===== config.mk =====
export PLATFORM = sky130hd
export DESIGN_NAME = ring_controller
export DESIGN_NICKNAME = d
export VERILOG_FILES = /design/src/rtl/ring_pkg.sv /design/src/rtl/ring_violation_check.sv /design/src/rtl/ring_controller.sv
export SDC_FILE = /design/constraint.sdc
export NUM_CORES = 1
export LEC_CHECK = 0
export ABC_CLOCK_PERIOD_IN_PS = 1900
export BUFFER_PORTS_ARGS = -buffer_cell sky130_fd_sc_hd__buf_2
export CAP_MARGIN = 20
export CORE_MARGIN = 2
export CORE_UTILIZATION = 43
export CTS_CLUSTER_SIZE = 12
export DETAILED_ROUTE_END_ITERATION = 10
export GPL_ROUTABILITY_DRIVEN = 0
export PLACE_DENSITY = 0.88
export SYNTH_ARGS = -nofsm -noshare
export SYNTH_HDL_FRONTEND = slang
export SYNTH_SLANG_ARGS = --single-unit

===== constraint.sdc =====
create_clock -name clock -period 1.9 [get_ports clock]
set_input_delay 0.095 -clock clock [delete_from_list [all_inputs] [get_ports clock]]
set_output_delay 0.095 -clock clock [all_outputs]
set_load 0.005 [all_outputs]

===== src/rtl/ring_pkg.sv =====
// Shared types and helpers for the privilege-ring controller.
//   ring_state_t  : controller states (KERNEL, USER, ENTRY, FAULT)
//   fault_cause_t : fault cause encoding reported on io_faultCause
//   is_below/is_above : 32-bit unsigned compares against parameter limits.
//     Routing the compares through a function keeps limits such as 0 or
//     2^ADDR_W-1 from turning into constant-false expressions at the call site.
package ring_pkg;

  typedef enum logic [1:0] {
    KERNEL = 2'd0,
    USER   = 2'd1,
    ENTRY  = 2'd2,
    FAULT  = 2'd3
  } ring_state_t;

  typedef enum logic [2:0] {
    CAUSE_NONE  = 3'd0,
    CAUSE_JUMP  = 3'd1,
    CAUSE_WRITE = 3'd2,
    CAUSE_READA = 3'd3,
    CAUSE_READB = 3'd4,
    CAUSE_MEM   = 3'd5
  } fault_cause_t;

  function automatic logic is_below(input logic [31:0] value, input logic [31:0] limit);
    return value < limit;
  endfunction

  function automatic logic is_above(input logic [31:0] value, input logic [31:0] limit);
    return value > limit;
  endfunction

endpackage


===== src/rtl/ring_violation_check.sv =====
// Combinational user-ring privilege checker.
// Inputs : jump request/target and syscall flag, register write/read selects
//          with their valid bits, data access and address.
// Outputs: violation - any check failed
//          cause     - lowest-numbered failing check (fault_cause_t encoding)
//          addr      - offending jump target, register select or data address
// The caller qualifies the result with the current ring and io_run.
module ring_violation_check
  import ring_pkg::*;
#(
  parameter int ADDR_W         = 16,
  parameter int SEL_W          = 5,
  parameter int RING0_LAST     = 65535,
  parameter int RING0_ENTRY    = 0,
  parameter int PRIV_MEM_WORDS = 0,
  parameter int PRIV_REG_COUNT = 0
) (
  input  logic              jump,
  input  logic [ADDR_W-1:0] jump_target,
  input  logic              syscall_pending,
  input  logic              write_enable,
  input  logic [SEL_W-1:0]  write_sel,
  input  logic              read_a_valid,
  input  logic [SEL_W-1:0]  a_sel,
  input  logic              read_b_valid,
  input  logic [SEL_W-1:0]  b_sel,
  input  logic              data_access,
  input  logic [ADDR_W-1:0] data_address,
  output logic              violation,
  output logic [2:0]        cause,
  output logic [ADDR_W-1:0] addr
);

  logic jump_into_kernel;
  logic legal_entry;

  assign jump_into_kernel = jump && !is_above(32'(jump_target), 32'(RING0_LAST));
  assign legal_entry      = (jump_target == ADDR_W'(RING0_ENTRY)) && syscall_pending;

  // If/else order implements the fixed priority: lowest cause number wins.
  always_comb begin
    violation = 1'b0;
    cause     = CAUSE_NONE;
    addr      = '0;
    if (jump_into_kernel && !legal_entry) begin
      violation = 1'b1;
      cause     = CAUSE_JUMP;
      addr      = jump_target;
    end else if (write_enable && is_below(32'(write_sel), 32'(PRIV_REG_COUNT))) begin
      violation = 1'b1;
      cause     = CAUSE_WRITE;
      addr      = ADDR_W'(write_sel);
    end else if (read_a_valid && is_below(32'(a_sel), 32'(PRIV_REG_COUNT))) begin
      violation = 1'b1;
      cause     = CAUSE_READA;
      addr      = ADDR_W'(a_sel);
    end else if (read_b_valid && is_below(32'(b_sel), 32'(PRIV_REG_COUNT))) begin
      violation = 1'b1;
      cause     = CAUSE_READB;
      addr      = ADDR_W'(b_sel);
    end else if (data_access && is_below(32'(data_address), 32'(PRIV_MEM_WORDS))) begin
      violation = 1'b1;
      cause     = CAUSE_MEM;
      addr      = data_address;
    end
  end

endmodule


===== src/rtl/ring_controller.sv =====
// Privilege-ring controller between the core and its program/data memories.
// Inputs : clock, reset (async active-low), io_run, PC, jump/target,
//          syscall flag, data access/address, register read/write selects.
// Outputs: memory offsets, ring flag, syscall ack/return PC/count,
//          sticky fault flag/cause/address, halt request.
//
// state  | meaning
// KERNEL | privileged, no checks, jump above RING0_LAST enters USER
// USER   | unprivileged, every access checked, offsets applied
// ENTRY  | one-cycle syscall entry (ack pulse), then KERNEL
// FAULT  | violation latched, core halted until reset
module ring_controller
  import ring_pkg::*;
#(
  parameter int ADDR_W         = 16,
  parameter int SEL_W          = 5,
  parameter int RING0_LAST     = 65535,
  parameter int RING0_ENTRY    = 0,
  parameter int PRIV_MEM_WORDS = 0,
  parameter int PRIV_REG_COUNT = 0
) (
  input  logic              clock,
  input  logic              reset,
  input  logic              io_run,
  input  logic [ADDR_W-1:0] io_programCounter,
  input  logic              io_jump,
  input  logic [ADDR_W-1:0] io_jumpTarget,
  input  logic              io_syscallPending,
  input  logic              io_dataAccess,
  input  logic [ADDR_W-1:0] io_dataAddress,
  input  logic              io_readAValid,
  input  logic              io_readBValid,
  input  logic [SEL_W-1:0]  io_aSel,
  input  logic [SEL_W-1:0]  io_bSel,
  input  logic              io_writeEnable,
  input  logic [SEL_W-1:0]  io_writeSel,
  output logic [ADDR_W-1:0] io_programMemoryOffset,
  output logic [ADDR_W-1:0] io_dataMemoryOffset,
  output logic              io_privileged,
  output logic              io_syscallAck,
  output logic [ADDR_W-1:0] io_returnPc,
  output logic [15:0]       io_syscallCount,
  output logic              io_fault,
  output logic [2:0]        io_faultCause,
  output logic [ADDR_W-1:0] io_faultAddr,
  output logic              io_halt
);

  // User space starts right after the last kernel address.
  localparam logic [ADDR_W-1:0] USER_OFFSET = ADDR_W'(RING0_LAST + 1);

  ring_state_t       state;
  logic              jump_to_user;
  logic              violation;
  logic [2:0]        chk_cause;
  logic [ADDR_W-1:0] chk_addr;

  assign jump_to_user = io_jump && is_above(32'(io_jumpTarget), 32'(RING0_LAST));

  ring_violation_check #(
    .ADDR_W        (ADDR_W),
    .SEL_W         (SEL_W),
    .RING0_LAST    (RING0_LAST),
    .RING0_ENTRY   (RING0_ENTRY),
    .PRIV_MEM_WORDS(PRIV_MEM_WORDS),
    .PRIV_REG_COUNT(PRIV_REG_COUNT)
  ) u_check (
    .jump           (io_jump),
    .jump_target    (io_jumpTarget),
    .syscall_pending(io_syscallPending),
    .write_enable   (io_writeEnable),
    .write_sel      (io_writeSel),
    .read_a_valid   (io_readAValid),
    .a_sel          (io_aSel),
    .read_b_valid   (io_readBValid),
    .b_sel          (io_bSel),
    .data_access    (io_dataAccess),
    .data_address   (io_dataAddress),
    .violation      (violation),
    .cause          (chk_cause),
    .addr           (chk_addr)
  );

  always_ff @(posedge clock or negedge reset) begin
    if (!reset) begin
      state           <= KERNEL;
      io_returnPc     <= '0;
      io_syscallCount <= '0;
      io_faultCause   <= CAUSE_NONE;
      io_faultAddr    <= '0;
    end else if (io_run) begin
      case (state)
        KERNEL: begin
          if (jump_to_user) state <= USER;
        end
        USER: begin
          if (violation) begin
            state         <= FAULT;
            io_faultCause <= chk_cause;
            io_faultAddr  <= chk_addr;
          end else if (io_jump && !jump_to_user) begin
            // Without a violation, a downward jump can only be the legal syscall entry.
            state           <= ENTRY;
            io_returnPc     <= io_programCounter + ADDR_W'(1);
            io_syscallCount <= io_syscallCount + 16'd1;
          end
        end
        ENTRY: begin
          state <= jump_to_user ? USER : KERNEL;
        end
        FAULT: begin
          state <= FAULT;
        end
        default: state <= KERNEL;
      endcase
    end
  end

  // Moore decode: offsets switch on the edge after the jump, so the first
  // fetch at the new target already sees the new ring's offset.
  assign io_privileged          = (state != USER);
  assign io_programMemoryOffset = (state == USER) ? USER_OFFSET : '0;
  assign io_dataMemoryOffset    = (state == USER) ? USER_OFFSET : '0;
  assign io_syscallAck          = (state == ENTRY);
  assign io_fault               = (state == FAULT);
  assign io_halt                = (state == FAULT);

endmodule


**Word level (Yosys, flattened, before mapping)**

Index checks and enable logic that the tools add are counted.

- Logic and storage cells: 28
- Flip-flop bits (word level): 53
- Input port bits: 72

- Bitwise operators: 2
- Reduce and logical (&&, ||, !) cells: 8
- Multiplexer cells: 6
- Equal/unequal tests: 5
- Add/subtract/negate cells: 2

Operators by type and width:

| operator | number |
|---|---|
| 16-bit by 1-bit adder with 16-bit output, second input constant | 2 |
| 16-bit logical NOT | 1 |
| 16-bit two-way mux | 1 |
| 2-bit one-hot mux with 3 select lines | 1 |
| 3-bit AND reduction | 2 |
| 2-bit == test, second input constant | 2 |
| 2-bit two-way mux | 2 |
| 4-bit AND reduction | 1 |
| 3-bit by 2-bit inequality test with 1-bit output, second input constant | 1 |
| 2-bit by 1-bit == test with 1-bit output, second input constant | 1 |
| 1-bit logical AND | 2 |
| 2-bit logical NOT | 1 |
| 1-bit two-way mux | 2 |
| 2-bit by 1-bit inequality test with 1-bit output, second input constant | 1 |
| 1-bit inverter | 2 |
| 1-bit logical NOT | 1 |

**Depth between registers and ports, before layout**

- Word-level depth: 7
- Gate-level depth with buffers: 7
- Depth with buffers taken out: 5

**Hierarchy**

A second synthesis with hierarchy kept.

- Cells, all modules: 265
- Area total of the unflattened synthesis: 2884.0 µm²

Modules (own cells, without submodules):

| module | area each (µm²) | sequential area each (µm²) | cells each | times used |
|---|---|---|---|---|
| ring_controller | 2690.1 | 1326.3 | 237 | 1 |
| ring_violation_check | 193.9 | 0.0 | 28 | 1 |

**Worst setup path after synthesis**

OpenSTA, ideal clock, no wires.

- Kind: register to register
- Start point: register state[1]
- End point: register io_syscallCount[5]
- Slack: 277 ps
- Buffers on the path: 2
- Data required time: 1821 ps
- Setup time: 79 ps
- Data arrival time: 1543 ps
- Cell stages (with the launch flop): 7
- Cells stage by stage: dfrtp_1 > nand4b_1 > or3_1 > buf_6 > buf_6 > nor3_2 > xor2_1

- Cells in the longest elaborated chain, start to end: 2

RTL lines:

| what | line | RTL |
|---|---|---|
| start, declared | ring_controller.sv:52 | `ring_state_t state;` |
| start signal, assigned | ring_controller.sv:109 | `state <= jump_to_user ? USER : KERNEL;` |
| 2-bit by 1-bit == test with 1-bit output | ring_controller.sv:92 | `case (state)` |
| 4-bit AND reduction (no line) | - |  |
| end signal, assigned | ring_controller.sv:105 | `io_syscallCount <= io_syscallCount + 16'd1;` |
| end, declared | ring_controller.sv:42 | `output logic [15:0] io_syscallCount,` |

No other way between the ends.
A chain may end at the register's enable or synchronous reset.

**Worst setup path in the final report**

- Start point: register state[1]
- End point: register io_syscallCount[9]

Same word-level chain as after synthesis.

==> results.json <==
{
  "total_i_o_pin_count": 159,
  "outcome": "completed",
  "port_buffers": 89,
  "via_count": 2038,
  "rows": 28,
  "power.ir.vdd_worst_uv": 421,
  "synth_seq_cells": 51,
  "layout_common_cells": "sky130_fd_sc_hd__buf_2 (89), sky130_fd_sc_hd__dfrtp_1 (51), sky130_fd_sc_hd__conb_1 (34)",
  "kind_of_critical_path": "flop to flop",
  "timing_hold_violations_final": 0,
  "critical_path.reg2reg.startpoint": "state[1]",
  "clock_insertion_delay_at_the_later_pin_of_the_skew_report_ns": 0.29,
  "worstSetupEndpointType": "flop",
  "synth_to_layout_area_growth_pct": 20.0,
  "rr_worst_depth": 5,
  "clock_sinks": 51,
  "global_route.usage.total": 0.166,
  "grt_pass1_wl_um": 8650,
  "hold_path_class": "input pin to flop",
  "period_needed_ns": 1.76,
  "synth_cell_type_count": 29,
  "final.setup.tns_ns": 0,
  "whs_endpoint": "io_faultAddr[5]",
  "first_global_vias": 1914,
  "route.antenna.remaining_nets": 0,
  "cts_htree_levels": 2,
  "viasPerCell": 4.84,
  "hold_ws_ns": 0.0474,
  "netSwitchingPower_uw": 479,
  "cts_tree": "done",
  "finalWorstSetupSlack_ns": 0.142,
  "ctsRootBufferMaster": "sky130_fd_sc_hd__clkbuf_8",
  "gr-total-overflow": 0,
  "combinational_share_of_power": 0.126,
  "floorplan.initialDensity": 0.446,
  "mostFrequentLayoutCell": "sky130_fd_sc_hd__buf_2",
  "floorplan.core_area_um2": 5920,
  "power.density_cell_area_nw_per_um2": 634,
  "r2r_end": "io_syscallCount[9]",
  "chipHeight_um": 82.3,
  "max_cap_check_violation_count": 0,
  "drive_above_1_share": 0.382,
  "dpl_cell_area_um2": 3060,
  "firstDrtPassIters": 4,
  "netlist_instances": 247,
  "share_seq_of_total_power": 0.583,
  "fp.dieArea_um2": 6780,
  "power_frac_clock": 0.291,
  "ff2ff_setup_slack_ns": 0.14,
  "mappedNetlistArea_um2": 2640,
  "skew_ns": 0.00293,
  "drc": 0,
  "route.detailed.wl_per_inst_um": 12.8,
  "worst_pin_slew_ns": 0.641,
  "hold_path_startpoint": "io_jumpTarget[5]",
  "largest_fanout_on_the_critical_path": 11,
  "cp_data_arrival_time_ns": 1.98,
  "critPathLaunchType": "flop",
  "power_switching_share": 0.239,
  "place_ws_ns": 0.0577,
  "diodes": 0,
  "worst_hold_path.num_cells": 2,
  "worst_slew_margin_rel": 0.573,
  "yosysWarningCount": 0,
  "nNetsFinal": 419,
  "leakagePower_nw": 1.63,
  "path_clk_slew_ns": 0.08,
  "syn-mean-instance-area_um2": 10.7,
  "drtIter0Drc": 28,
  "numPlacedInstances": 411,
  "max_clock_freq_ghz": 0.569,
  "seq_area_frac_synth": 0.484,
  "layout.filler_cells": 533,
  "wl_um": 5370,
  "cts_inserted_buffers": 5,
  "finalInstanceArea_um2": 3170,
  "setup_viol": 0,
  "p_int_mw": 1.53,
  "number_of_non_filler_instances_in_the_completed_layout": 421,
  "die-width_um": 82.3,
  "critical_path_required_ns": 2.12,
  "rsz0062_at_grt": "false",
  "pin_count_of_the_biggest_net_entering_global_routing": 34,
  "layout_worst_path_cycle_share": 0.925,
  "timing.final.max_slew_violations": 0,
  "cts_max_path_bufs": 2,
  "antenna_violations_before_repair": 0,
  "dpl.hpwl_um": 4330
}
## state kept, by name, indices dropped and copies added, names as in the netlist, named ones only
name / flops
io_syscallCount: 16
state: 1
io_returnPc: 16
io_faultCause: 1
io_faultAddr: 16
## timing repair
action | 4_1_cts | 5_1_grt
resized for setup | 0 | 1
hold endpoints to repair | 29 | 0
setup buffers | 0 | 0
endpoints found under the setup margin | 0 | 1
hold buffers | 2 | 0
## final cells by class
class                   instances  area [um2]  share of cell area
flip-flops and latches         51        1280               0.403
clock inverters                 1        5.00             0.00158
clock buffers                   7        76.3              0.0241
multi-input cells             185        1170               0.371
well taps                      75        93.8              0.0296
inverters                       3        11.3             0.00356
repair buffers                 99         529               0.167
## cells in the mapped netlist
library cell               number  area, um2
sky130_fd_sc_hd__a21oi_1        2       10.0
sky130_fd_sc_hd__nor3_1         6       30.0
sky130_fd_sc_hd__nand4b_1       1       8.76
sky130_fd_sc_hd__nor4b_2        1       15.0
sky130_fd_sc_hd__and3_1         2       12.5
sky130_fd_sc_hd__xor2_1        15        131
sky130_fd_sc_hd__nand4_1       10       62.6
sky130_fd_sc_hd__nor2_1         6       22.5
sky130_fd_sc_hd__and4_1         1       8.76
sky130_fd_sc_hd__dfrtp_1       51       1280
sky130_fd_sc_hd__nand2b_1       2       12.5
sky130_fd_sc_hd__buf_6          2       22.5
sky130_fd_sc_hd__inv_1          3       11.3
sky130_fd_sc_hd__nand2_1       32        120
sky130_fd_sc_hd__and2_1         2       12.5
sky130_fd_sc_hd__nor3_2         6       60.1
sky130_fd_sc_hd__o21ai_0       15       75.1
sky130_fd_sc_hd__nor4_2         5       62.6
sky130_fd_sc_hd__clkbuf_1       3       11.3
sky130_fd_sc_hd__ha_1           2       25.0
sky130_fd_sc_hd__or3_1          1       6.26
sky130_fd_sc_hd__nor2b_1        1       6.26
sky130_fd_sc_hd__nand3_1       10       50.1
sky130_fd_sc_hd__buf_2          1       5.00
sky130_fd_sc_hd__buf_4         35        263
sky130_fd_sc_hd__conb_1         1       3.75
sky130_fd_sc_hd__mux2_2        16        180
sky130_fd_sc_hd__xnor2_1       14        123
sky130_fd_sc_hd__o21bai_2       1       11.3
## metrics by stage
| step | power, mW | utilization |
|---|---|---|
| finish | 2.01 | 0.535 |
| CTS | 2.04 | 0.534 |
| detailed placement | 1.45 | 0.517 |
| global route | 2.13 | 0.535 |
| floorplan | 1.34 | - |
| global placement | 1.43 | 0.517 |
## worst max-delay path by stage
stage / start / to / cells after the start
floorplan: state[1] / io_syscallCount[5] / 6
global placement: io_jumpTarget[1] / io_returnPc[10] / 8
detailed placement: io_jumpTarget[1] / io_returnPc[9] / 8
CTS: state[1] / io_returnPc[9] / 5
global route: state[1] / io_syscallCount[15] / 5
finish: state[1] / io_syscallCount[9] / 5
## power by group through the flow
stage          combinational, mW  sequential (mW)  clock, mW
4_1_cts                    0.257             1.17      0.608
3_5_place_dp               0.253             1.19          0
6_report                   0.253             1.17      0.585
5_1_grt                    0.287             1.18      0.661
3_3_place_gp               0.242             1.19          0
2_1_floorplan              0.139             1.20          0
## critical path, stage by stage (launching register included)
cell	delay, ns
sky130_fd_sc_hd__dfrtp_1	0.41
sky130_fd_sc_hd__nand4b_1	0.21
sky130_fd_sc_hd__or3_1	0.39
sky130_fd_sc_hd__buf_4	0.20
sky130_fd_sc_hd__nor4_2	0.30
sky130_fd_sc_hd__xor2_1	0.17
## cell families (layout without fill, tap and decap cells)
group | Yosys count | after routing | share of synthesized area
flops | 51 | 51 | 0.484
compound gates | 18 | 18 | 0.0365
xor+xnor | 29 | 29 | 0.0963
other cells | 1 | 34 | 0.00142
simple gates | 86 | 86 | 0.186
buf+inv | 44 | 110 | 0.119
mux | 16 | 16 | 0.0683
fa+ha+maj | 2 | 2 | 0.00948
## per-layer routing
metal / GRT usage / routed length, um / up-vias
li1: - / - / 967
met1: 0.191 / 2140 / 982
met2: 0.302 / 2830 / 81
met3: 0.0315 / 333 / 8
met4: 0.0650 / 65 / 0
met5: 0 / 0 / -
(Power assumes the default switching activity.)
